### config.mk
export PLATFORM = sky130hd
export DESIGN_NAME = jellyvl_etherneco_payload_replacer
export DESIGN_NICKNAME = d
export VERILOG_FILES = /design/src/rtl/jellyvl_etherneco_pkg.sv /design/src/rtl/jellyvl_data_delay.sv /design/src/rtl/jellyvl_etherneco_payload_replacer.sv
export SDC_FILE = /design/constraint.sdc
export NUM_CORES = 1
export LEC_CHECK = 0
export CORE_MARGIN = 2
export CORE_UTILIZATION = 40
export CTS_CLUSTER_SIZE = 40
export DETAILED_ROUTE_END_ITERATION = 16
export GPL_TIMING_DRIVEN = 0
export PLACE_DENSITY = 0.69
export RECOVER_POWER = 50
export SLEW_MARGIN = 15
export SYNTH_ARGS = -nofsm -noshare
export SYNTH_HDL_FRONTEND = slang
export SYNTH_SLANG_ARGS = --single-unit
### constraint.sdc
create_clock -name clk -period 30.5 [get_ports clk]
set_input_delay 9.15 -clock clk [delete_from_list [all_inputs] [get_ports clk]]
set_output_delay 9.15 -clock clk [all_outputs]
set_load 0.05 [all_outputs]
### src/rtl/jellyvl_etherneco_pkg.sv
// Shared Etherneco types.
//   t_length   : 16-bit byte position / length
//   t_type     : 8-bit packet type
//   t_slot_cfg : per-slot window config {enable, ptype, offset, size}; also used by the tx side
//   in_window  : true when pos lies in [offset, offset+size), evaluated in 17 bits so no wrap
package jellyvl_etherneco_pkg;

  typedef logic [15:0] t_length;
  typedef logic [7:0]  t_type;

  typedef struct packed {
    logic    enable;
    t_type   ptype;
    t_length offset;
    t_length size;
  } t_slot_cfg;

  function automatic logic in_window(input t_length pos, input t_length offset,
                                     input t_length size);
    logic [16:0] diff;
    diff = {1'b0, pos} - {1'b0, offset};
    // diff[16] set means pos < offset; size == 0 can never satisfy the compare
    return !diff[16] && (diff < {1'b0, size});
  endfunction

endpackage

### src/rtl/jellyvl_data_delay.sv
// Fixed-latency valid/data delay line.
//   clk, rst (sync, active-low)
//   s_data/s_valid : input beat, pushed every cycle
//   m_data/m_valid : the same beat LATENCY cycles later (LATENCY = 0 is a plain wire)
module jellyvl_data_delay #(
  parameter int unsigned LATENCY = 1,
  parameter type         t_data  = logic [8:0]
) (
  input  logic  clk,
  input  logic  rst,
  input  t_data s_data,
  input  logic  s_valid,
  output t_data m_data,
  output logic  m_valid
);

  if (LATENCY == 0) begin : g_bypass
    logic unused_clk_rst;
    assign unused_clk_rst = clk ^ rst;
    assign m_data         = s_data;
    assign m_valid        = s_valid;
  end else begin : g_shift
    t_data              data_q [LATENCY];
    logic [LATENCY-1:0] valid_q;

    always_ff @(posedge clk) begin
      if (!rst) begin
        valid_q <= '0;
        for (int unsigned i = 0; i < LATENCY; i++) data_q[i] <= '0;
      end else begin
        valid_q[0] <= s_valid;
        data_q[0]  <= s_data;
        for (int unsigned i = 1; i < LATENCY; i++) begin
          valid_q[i] <= valid_q[i-1];
          data_q[i]  <= data_q[i-1];
        end
      end
    end

    assign m_data  = data_q[LATENCY-1];
    assign m_valid = valid_q[LATENCY-1];
  end

endmodule

### src/rtl/jellyvl_etherneco_payload_replacer.sv
// Shares the packet_rx replace port between NUM_SLOTS requesters, each owning a payload window.
//   slot_enable/type/offset/size : per-slot window config, shadowed on the first payload byte
//   s_slot_data/valid/ready      : per-slot replacement byte stream (ready = byte consumed)
//   rx_start/end/error, rx_type  : packet framing from packet_rx
//   payload_first/pos/valid      : payload byte strobe from packet_rx
//   replace_data/valid           : replacement byte, REPLACE_LATENCY cycles after payload_valid
//   slot_done/abort              : 1-cycle pulse on good/errored packet end if the slot hit
//   slot_underrun                : sticky, window hit with no byte ready; cleared by rx_start
module jellyvl_etherneco_payload_replacer
  import jellyvl_etherneco_pkg::*;
#(
  parameter int unsigned NUM_SLOTS       = 4,
  parameter int unsigned REPLACE_LATENCY = 1
) (
  input  logic                   clk,
  input  logic                   rst,
  input  logic [NUM_SLOTS-1:0]   slot_enable,
  input  logic [NUM_SLOTS*8-1:0] slot_type,
  input  logic [NUM_SLOTS*16-1:0] slot_offset,
  input  logic [NUM_SLOTS*16-1:0] slot_size,
  input  logic [NUM_SLOTS*8-1:0] s_slot_data,
  input  logic [NUM_SLOTS-1:0]   s_slot_valid,
  output logic [NUM_SLOTS-1:0]   s_slot_ready,
  input  logic                   rx_start,
  input  logic                   rx_end,
  input  logic                   rx_error,
  input  t_type                  rx_type,
  input  logic                   payload_first,
  input  t_length                payload_pos,
  input  logic                   payload_valid,
  output logic [7:0]             replace_data,
  output logic                   replace_valid,
  output logic [NUM_SLOTS-1:0]   slot_done,
  output logic [NUM_SLOTS-1:0]   slot_abort,
  output logic [NUM_SLOTS-1:0]   slot_underrun
);

  typedef logic [8:0] t_stage;  // {epoch, byte}

  t_slot_cfg [NUM_SLOTS-1:0] cfg_live, cfg_use, cfg_q;
  logic                      cfg_valid_q;
  logic                      cfg_ok;
  logic [NUM_SLOTS-1:0]      hit, win;
  logic [7:0]                sel_data;
  logic                      sel_valid;

  logic                      stage_valid_q;
  t_stage                    stage_data_q;
  logic                      epoch_q;
  logic [NUM_SLOTS-1:0]      hit_seen_q, done_q, abort_q, underrun_q;

  t_stage                    dly_data;
  logic                      dly_valid;

  function automatic logic [NUM_SLOTS-1:0] pick_lowest(input logic [NUM_SLOTS-1:0] req);
    logic [NUM_SLOTS-1:0] grant;
    grant = '0;
    for (int k = 0; k < NUM_SLOTS; k++) begin
      if (req[k] && grant == '0) grant[k] = 1'b1;
    end
    return grant;
  endfunction

  always_comb begin
    cfg_live = '0;
    for (int k = 0; k < NUM_SLOTS; k++) begin
      cfg_live[k].enable = slot_enable[k];
      cfg_live[k].ptype  = slot_type[k*8 +: 8];
      cfg_live[k].offset = slot_offset[k*16 +: 16];
      cfg_live[k].size   = slot_size[k*16 +: 16];
    end
    // The first byte is tested against live config, later bytes against the shadow
    cfg_use = payload_first ? cfg_live : cfg_q;
    // Gating on rst keeps ready low while reset is held; invalid shadow means no hits
    cfg_ok  = rst && payload_valid && (payload_first || cfg_valid_q);
    hit     = '0;
    for (int k = 0; k < NUM_SLOTS; k++) begin
      hit[k] = cfg_ok && cfg_use[k].enable && (cfg_use[k].ptype == rx_type) &&
               in_window(payload_pos, cfg_use[k].offset, cfg_use[k].size);
    end
    win = pick_lowest(hit);
  end

  always_comb begin
    sel_data  = '0;
    sel_valid = 1'b0;
    for (int k = 0; k < NUM_SLOTS; k++) begin
      if (win[k]) begin
        sel_data  = s_slot_data[k*8 +: 8];
        sel_valid = s_slot_valid[k];
      end
    end
  end

  assign s_slot_ready = win;

  always_ff @(posedge clk) begin
    if (!rst) begin
      cfg_q         <= '0;
      cfg_valid_q   <= 1'b0;
      stage_valid_q <= 1'b0;
      stage_data_q  <= '0;
      epoch_q       <= 1'b0;
      hit_seen_q    <= '0;
      done_q        <= '0;
      abort_q       <= '0;
      underrun_q    <= '0;
    end else begin
      if (payload_valid && payload_first) begin
        cfg_q       <= cfg_live;
        cfg_valid_q <= 1'b1;
      end
      stage_valid_q <= sel_valid && !rx_error;
      stage_data_q  <= {epoch_q, sel_data};
      // Toggling the epoch orphans every beat already in the delay line
      if (rx_error) epoch_q <= ~epoch_q;
      done_q     <= (rx_end && !rx_error) ? (hit_seen_q | hit) : '0;
      abort_q    <= rx_error ? (hit_seen_q | hit) : '0;
      hit_seen_q <= (rx_start || rx_end || rx_error) ? '0 : (hit_seen_q | hit);
      underrun_q <= (rx_start ? '0 : underrun_q) | (win & ~s_slot_valid);
    end
  end

  jellyvl_data_delay #(
    .LATENCY (REPLACE_LATENCY - 1),
    .t_data  (t_stage)
  ) u_delay (
    .clk     (clk),
    .rst     (rst),
    .s_data  (stage_data_q),
    .s_valid (stage_valid_q),
    .m_data  (dly_data),
    .m_valid (dly_valid)
  );

  assign replace_valid = dly_valid && (dly_data[8] == epoch_q);
  assign replace_data  = replace_valid ? dly_data[7:0] : 8'h00;
  assign slot_done     = done_q;
  assign slot_abort    = abort_q;
  assign slot_underrun = underrun_q;

endmodule

==> results_dict.tcl, run 1 <==
set metrics [dict create \
    worstReg2RegEnd "stage_data_q[0]$_SDFF_PN0_" \
    crit_type "input pin to output pin" \
    grt_max_degree 20 \
    setup-violations-final 0 \
    power.internal_mw 0.4798 \
    slew_headroom 0.1188 \
    nFillCells 3108 \
    io_buffers 254 \
    cts_resized 0 \
    hold_path_depth 2 \
    synth_edf_count 0 \
    cpPeakStageDelay_ns 1.03 \
    die_width_microns 186.1 \
    synth-seq-area-share 0.2897 \
    post-cts-setup-buffers 0 \
    period_needed_ns 27.21 \
    vias_per_cell 5.338 \
    start_util 0.4067 \
    maxCapViolCount 0 \
    switching_share 0.3394 \
    cp.buffers_inverters 8 \
    worstPathRequired_ns 21.35 \
    die_h_microns 186.1 \
    p_per_area_nw_per_um2 42.95 \
    synthCells 1580 \
    critPathCaptureType "output pin" \
    syn_area_sq_um 13270 \
    worstReg2RegStart "cfg_q[99]$_SDFFE_PN0P_" \
    grt_overflow 0 \
    hold_violations 0 \
    finalMaxSlewViolations 0 \
    worstHoldEndpoint "cfg_q[31]$_SDFFE_PN0P_" \
    cp_data_arrival_time_ns 18.06 \
    hold_start "cfg_q[31]$_SDFFE_PN0P_" \
    gp_congestion 0.9138 \
    yosys_warnings 0 \
    vias 12320 \
    tritoncts.num_buffers 17 \
    grt_pass1_wl_microns 66160 \
    track_usage 0.2522 \
    post_drt_wl_per_cell_microns 19.07 \
    leakage_nw 6.770 \
    tightest_slew_ns 1.322 \
    rows 66 \
    clkTransAtPathRegs_ns 0.07 \
    syn_to_final_growth_pct 27.49 \
    status "complete, no violations" \
    finalClockSkew_ns 0.01426 \
    clkLatencyLatePin_ns 0.44 \
    synth_top_area_frac 0.2897 \
    power.switching_mw 0.2465 \
    max_freq_ghz 0.03675 \
    drt_iter0_markers 840 \
    reg2reg_depth 21 \
    drcViolationCount 0 \
    cts.path.max_buffers 2 \
    cp_slowest_cell "buf_1" \
    n_antenna_cell 0 \
    cp_top_family "buffers and inverters" \
    wl_microns 44020 \
    synth_ff_type "dfxtp_1" \
    ys_types 65 \
    path_depth 26 \
    cp_common_cell "clkbuf_1" \
    hpwlAfterDp_microns 34940 \
    power_frac_comb 0.321 \
    drt_pass1_iterations 5 \
    drive_above_1_share 0.02840 \
    ys_seq_elements 192 \
    clkPwrFrac 0.313 \
    synth.area.top_cells "dfxtp_1 (29%), ha_1 (12%), mux2i_1 (12%)" \
    cts.sinks 192 \
    io_pins 256 \
    dieArea_sq_um 34640 \
    critPathLaunchType "input pin" \
    antenna_found_initial 0 \
    seqPwrFrac 0.366 \
    critPathMaxFanout 10 \
    cts_hold_buf 0 \
    ant_nets 0 \
    avgSynthCellArea_sq_um 8.397 \
    cts_tree "yes" \
    tns_ns 0 \
    yosysTopAreaCell "dfxtp_1" \
    ir_worst_vdd_mv 0.03784 \
    core_area_sq_um 32620 \
    hold_class "flip-flop to flip-flop" \
    fin_crit_sh 0.8922 \
    grt_pass1_vias 11620 \
    rsz0062_at_grt "no" \
    syn-num-nets 1943 \
    r2r_slack_ns 24.98 \
    total_power_mw 0.7264 \
    ctsRootBufferMaster "clkbuf_16" \
    nets 2216 \
    synth-async-reset-ratio 0 \
    h-tree-depth 4 \
]
-- kinds of logic after synthesis --
logic type / share of synthesized area
and+or+nand+nor: 0.1724
AOI/OAI and AO/OA: 0.1954
DFF: 0.2897
muxes: 0.1244
adders and majority gates: 0.1268
buffers and inverters: 0.03452
xor gates and xnor gates: 0.05678
-- area by class of cell --
| type | count | area [sq um] | area share |
|---|---|---|---|
| multi-input cells | 1280 | 8965 | 0.5300 |
| flip-flops and latches | 192 | 3844 | 0.2273 |
| repair buffers | 254 | 2542 | 0.1503 |
| well taps | 442 | 553.0 | 0.03270 |
| clock buffers | 18 | 429.2 | 0.02537 |
| plain buffers | 80 | 332.8 | 0.01968 |
| clock inverters | 14 | 142.6 | 0.008433 |
| inverters | 28 | 105.1 | 0.006214 |
-- registers in the layout (all words and copies together), names as in the netlist --
name / count
cfg_q: 164
stage_data_q: 9
hit_seen_q: 4
slot_abort: 4
slot_done: 4
slot_underrun: 4
cfg_valid_q: 1
epoch_q: 1
stage_valid_q: 1
-- through the flow --
step | setup WS [ns] | area (sq um) | instances | utilization | hold slack (ns)
finish | 3.287 | 16910 | 2308 | 0.5185 | 0.4646
global route | 2.903 | 16910 | 2308 | 0.5185 | 0.4763
detailed placement | 4.770 | 16360 | 2276 | 0.5016 | 0.4554
CTS | 4.687 | 16930 | 2308 | 0.5191 | 0.4655
floorplan | 7.101 | 13270 | 1580 | - | 0.4348
global placement | 4.695 | 16360 | 2276 | 0.5016 | 0.4477
-- synthesized netlist by cell type, types with 3 or more instances --
master,instances
mux2i_1,157
fa_1,4
or3_1,10
buf_2,3
o21a_1,13
inv_1,28
o31ai_1,5
mux2_2,7
a21boi_0,170
nand2b_1,13
a21oi_1,67
nor2b_1,10
xor2_1,30
a221o_1,8
nor2_1,53
nor3_1,14
and2_1,10
o21bai_1,6
nand4_1,8
a2111oi_0,5
ha_1,128
xnor2_1,56
and3_1,15
nand3_1,18
o2111ai_1,5
dfxtp_1,192
buf_6,6
a211oi_1,8
a211o_1,6
o21ai_0,29
o211ai_1,5
nor4_1,10
a21o_1,14
a31oi_1,3
clkbuf_1,54
nand2_1,362
buf_1,16
-- worst min-delay path, stage by stage (launching register included) --
cell and delay [ns]:
dfxtp_1 0.31, nand2_1 0.05, a21boi_0 0.06
-- power groups by stage --
stage	Sequential (mW)	Combinational [mW]	Clock, mW
after floorplan	0.270	0.147	0
after global placement	0.271	0.225	0
after detailed placement	0.271	0.230	0
after CTS	0.265	0.232	0.230
after global routing	0.267	0.259	0.239
final	0.266	0.233	0.228
-- how the worst max path moves through the flow --
| stage | from | end | slack, ns |
|---|---|---|---|
| floorplan | payload_first | s_slot_ready[1] | 7.10 |
| global placement | payload_first | s_slot_ready[3] | 4.70 |
| detailed placement | payload_first | s_slot_ready[3] | 4.77 |
| CTS | payload_first | s_slot_ready[3] | 4.69 |
| global route | payload_first | s_slot_ready[3] | 2.90 |
| finish | payload_first | s_slot_ready[3] | 3.29 |
-- routing by layer --
metal  vias up  routed length (microns)  track usage
met5         -                        0            0
met4         0                     1160      0.07937
met3        54                     2423      0.02817
met2       370                    20720       0.4254
met1      5799                    19710       0.3374
li1       6097                        -            -
-- placed cells by master (no fill, tap or decap), types with 7 or more instances in the layout --
| cell | instances |
|---|---|
| a221o_1 | 8 |
| nand2_1 | 362 |
| a21o_1 | 14 |
| nand4_1 | 8 |
| and2_1 | 9 |
| nor4_1 | 10 |
| nor2_1 | 53 |
| o21ai_0 | 29 |
| dfxtp_1 | 192 |
| a21boi_0 | 170 |
| inv_1 | 28 |
| clkbuf_16 | 17 |
| xnor2_1 | 56 |
| nand3_1 | 18 |
| nor3_1 | 14 |
| and3_1 | 15 |
| nor2b_1 | 10 |
| or3_1 | 10 |
| nand2b_1 | 13 |
| dlygate4sd3_1 | 13 |
| clkdlybuf4s50_1 | 241 |
| xor2_1 | 30 |
| a211oi_1 | 8 |
| mux2_2 | 7 |
| a21oi_1 | 67 |
| ha_1 | 128 |
| clkbuf_1 | 60 |
| o21a_1 | 13 |
| mux2i_1 | 157 |
| buf_1 | 15 |
Power figures use the tool's default switching activity.
==> run 2: changes to the inputs <==
Settings changed: CAP_MARGIN set to 20.
==> results_dict.tcl, run 2 (synthesis results as in run 1) <==
set metrics [dict create \
    status "complete, no violations" \
    hpwlAfterDp_microns 35090 \
    start_util 0.4067 \
    h-tree-depth 4 \
    grt_max_degree 22 \
    largestRegisters "cfg_q x164, stage_data_q x9" \
    hold_class "flip-flop to flip-flop" \
    hold_start "cfg_q[19]$_SDFFE_PN0P_" \
    grt_pass1_vias 11812 \
    critPathMaxFanout 10 \
    worstPathRequired_ns 21.35 \
    nets 2218 \
    hold_violations 0 \
    die_h_microns 186.1 \
    finalMaxSlewViolations 0 \
    core_area_sq_um 32620 \
    die_width_microns 186.1 \
    io_buffers 254 \
    cp.buffers_inverters 7 \
    syn_to_final_growth_pct 28.01 \
    cts_hold_buf 0 \
    critPathCaptureType "output pin" \
    period_needed_ns 26.90 \
    gp_congestion 0.9138 \
    dp.cells 2277 \
    largest_reg_flops 164 \
    n_antenna_cell 0 \
    post-route-util 0.5206 \
    dieArea_sq_um 34640 \
    stdcell_count 2310 \
    cp_common_cell "clkbuf_1" \
    ctsRootBufferMaster "clkbuf_16" \
    cp_data_arrival_time_ns 17.75 \
    cts.path.max_buffers 2 \
    track_usage 0.2553 \
    max_freq_ghz 0.03717 \
    grt_overflow 0 \
    rsz0062_at_grt "no" \
    leakage_nw 6.799 \
    final_common_cell "nand2_1" \
    cts_resized 0 \
    crit_chain "clkbuf_1 -> clkbuf_1 -> clkbuf_1 -> clkbuf_1 -> buf_1 -> mux2i_1 -> ha_1 -> nor2b_1 -> o21ai_0 -> a21boi_0 -> o21ai_0 -> nor4b_1 -> o211a_1 -> o311ai_0 -> a21oi_1 -> xnor2_1 -> ha_1 -> inv_1 -> o22ai_1 -> nor4_1 -> nand3_1 -> a311oi_2 -> nor3b_4 -> clkdlybuf4s50_1" \
    drt_iter0_markers 844 \
    tns_ns 0 \
    final_area_sq_um 16980 \
    cts_tree "yes" \
    tightest_slew_ns 1.203 \
    grt_pass1_wl_microns 66800 \
    drt_pass1_iterations 5 \
    clkLatencyLatePin_ns 0.45 \
    slew_headroom 0.1983 \
    finalClockSkew_ns 0.01677 \
    critPathLaunchType "input pin" \
    vias 12394 \
    setup-violations-final 0 \
    ant_nets 0 \
    rows 66 \
    p_per_area_nw_per_um2 43.36 \
    cp_slowest_cell "clkdlybuf4s50_1" \
    post_drt_wl_per_cell_microns 19.17 \
    fin_crit_sh 0.8820 \
    cpPeakStageDelay_ns 0.89 \
    drcViolationCount 0 \
    tritoncts.num_buffers 17 \
    post-cts-setup-buffers 0 \
    cp_top_family "buffers and inverters" \
    ir_worst_vdd_mv 0.03957 \
    clkTransAtPathRegs_ns 0.08 \
    worstReg2RegStart "cfg_q[99]$_SDFFE_PN0P_" \
    wl_microns 44290 \
    io_pins 256 \
    vias_per_cell 5.365 \
    placed_area_sq_um 16380 \
    maxCapViolCount 0 \
    largest_register "cfg_q" \
    antenna_found_initial 0 \
    crit_start "payload_first" \
    drive_above_1_share 0.02998 \
    cts.sinks 192 \
    final_cell_mix "nand2_1 (362), clkdlybuf4s50_1 (241), dfxtp_1 (192)" \
    nFillCells 3072 \
    crit_type "input pin to output pin" \
]
## run 2: cell types whose count changed in the layout (fill, tap and decap cells not counted), sizes merged
cell	change
clkinv	+3
buf	+2
inv	-2
clkbuf	-1
## run 2: area by class of cell
cell class / instances / area [sq um] / area share
multi-input combinational: 1280 / 8965 / 0.5279
clock inverter: 15 / 188.9 / 0.01113
buffer: 80 / 332.8 / 0.01960
inverter: 28 / 105.1 / 0.006189
tap: 442 / 553.0 / 0.03256
timing repair buffer: 256 / 2569 / 0.1513
sequential: 192 / 3844 / 0.2263
clock buffer: 17 / 425.4 / 0.02505
## run 2: metrics by stage
step                total power, mW  hold WS [ns]  worst slack, ns
finish                       0.7364        0.4635            3.600
global route                 0.7760        0.4826            3.156
CTS                          0.7369        0.4654            4.889
detailed placement           0.5014        0.4540            4.930
global placement             0.4957        0.4477            4.695
floorplan                    0.4172        0.4348            7.101
## run 2: worst reg2reg max path, delay by kind of cell, from the launching register on
kind            cells  cell delay (ns)
compound gates     11             2.65
simple gates        4             1.11
fa+ha+maj           2             0.57
flops               1             0.32
mux                 1             0.30
buf+inv             2             0.22
xor+xnor            1             0.14
## run 2: worst paths after layout
check / endpoint / slack [ns] / cells past startpoint
max: s_slot_ready[2] / 3.60 / 24
min: cfg_q[19]$_SDFFE_PN0P_ / 0.46 / 2
min reg2reg: cfg_q[19]$_SDFFE_PN0P_ / 0.46 / 2
max reg2reg: stage_data_q[0]$_SDFF_PN0_ / 25.08 / 21
## run 2: where the power goes
group          internal [mW]  switching, mW
logic                  0.110          0.125
registers              0.261        0.00486
clock network          0.112          0.124
total                  0.483          0.253
## run 2: layer usage
| metal | global-route usage | part of all wire | vias up |
|---|---|---|---|
| met1 | 0.3302 | 0.44 | 5807 |
| met2 | 0.4266 | 0.47 | 407 |
| li1 | - | - | 6103 |
| met4 | 0.09638 | 0.035 | 0 |
| met3 | 0.04226 | 0.061 | 77 |
| met5 | 0 | 0 | - |
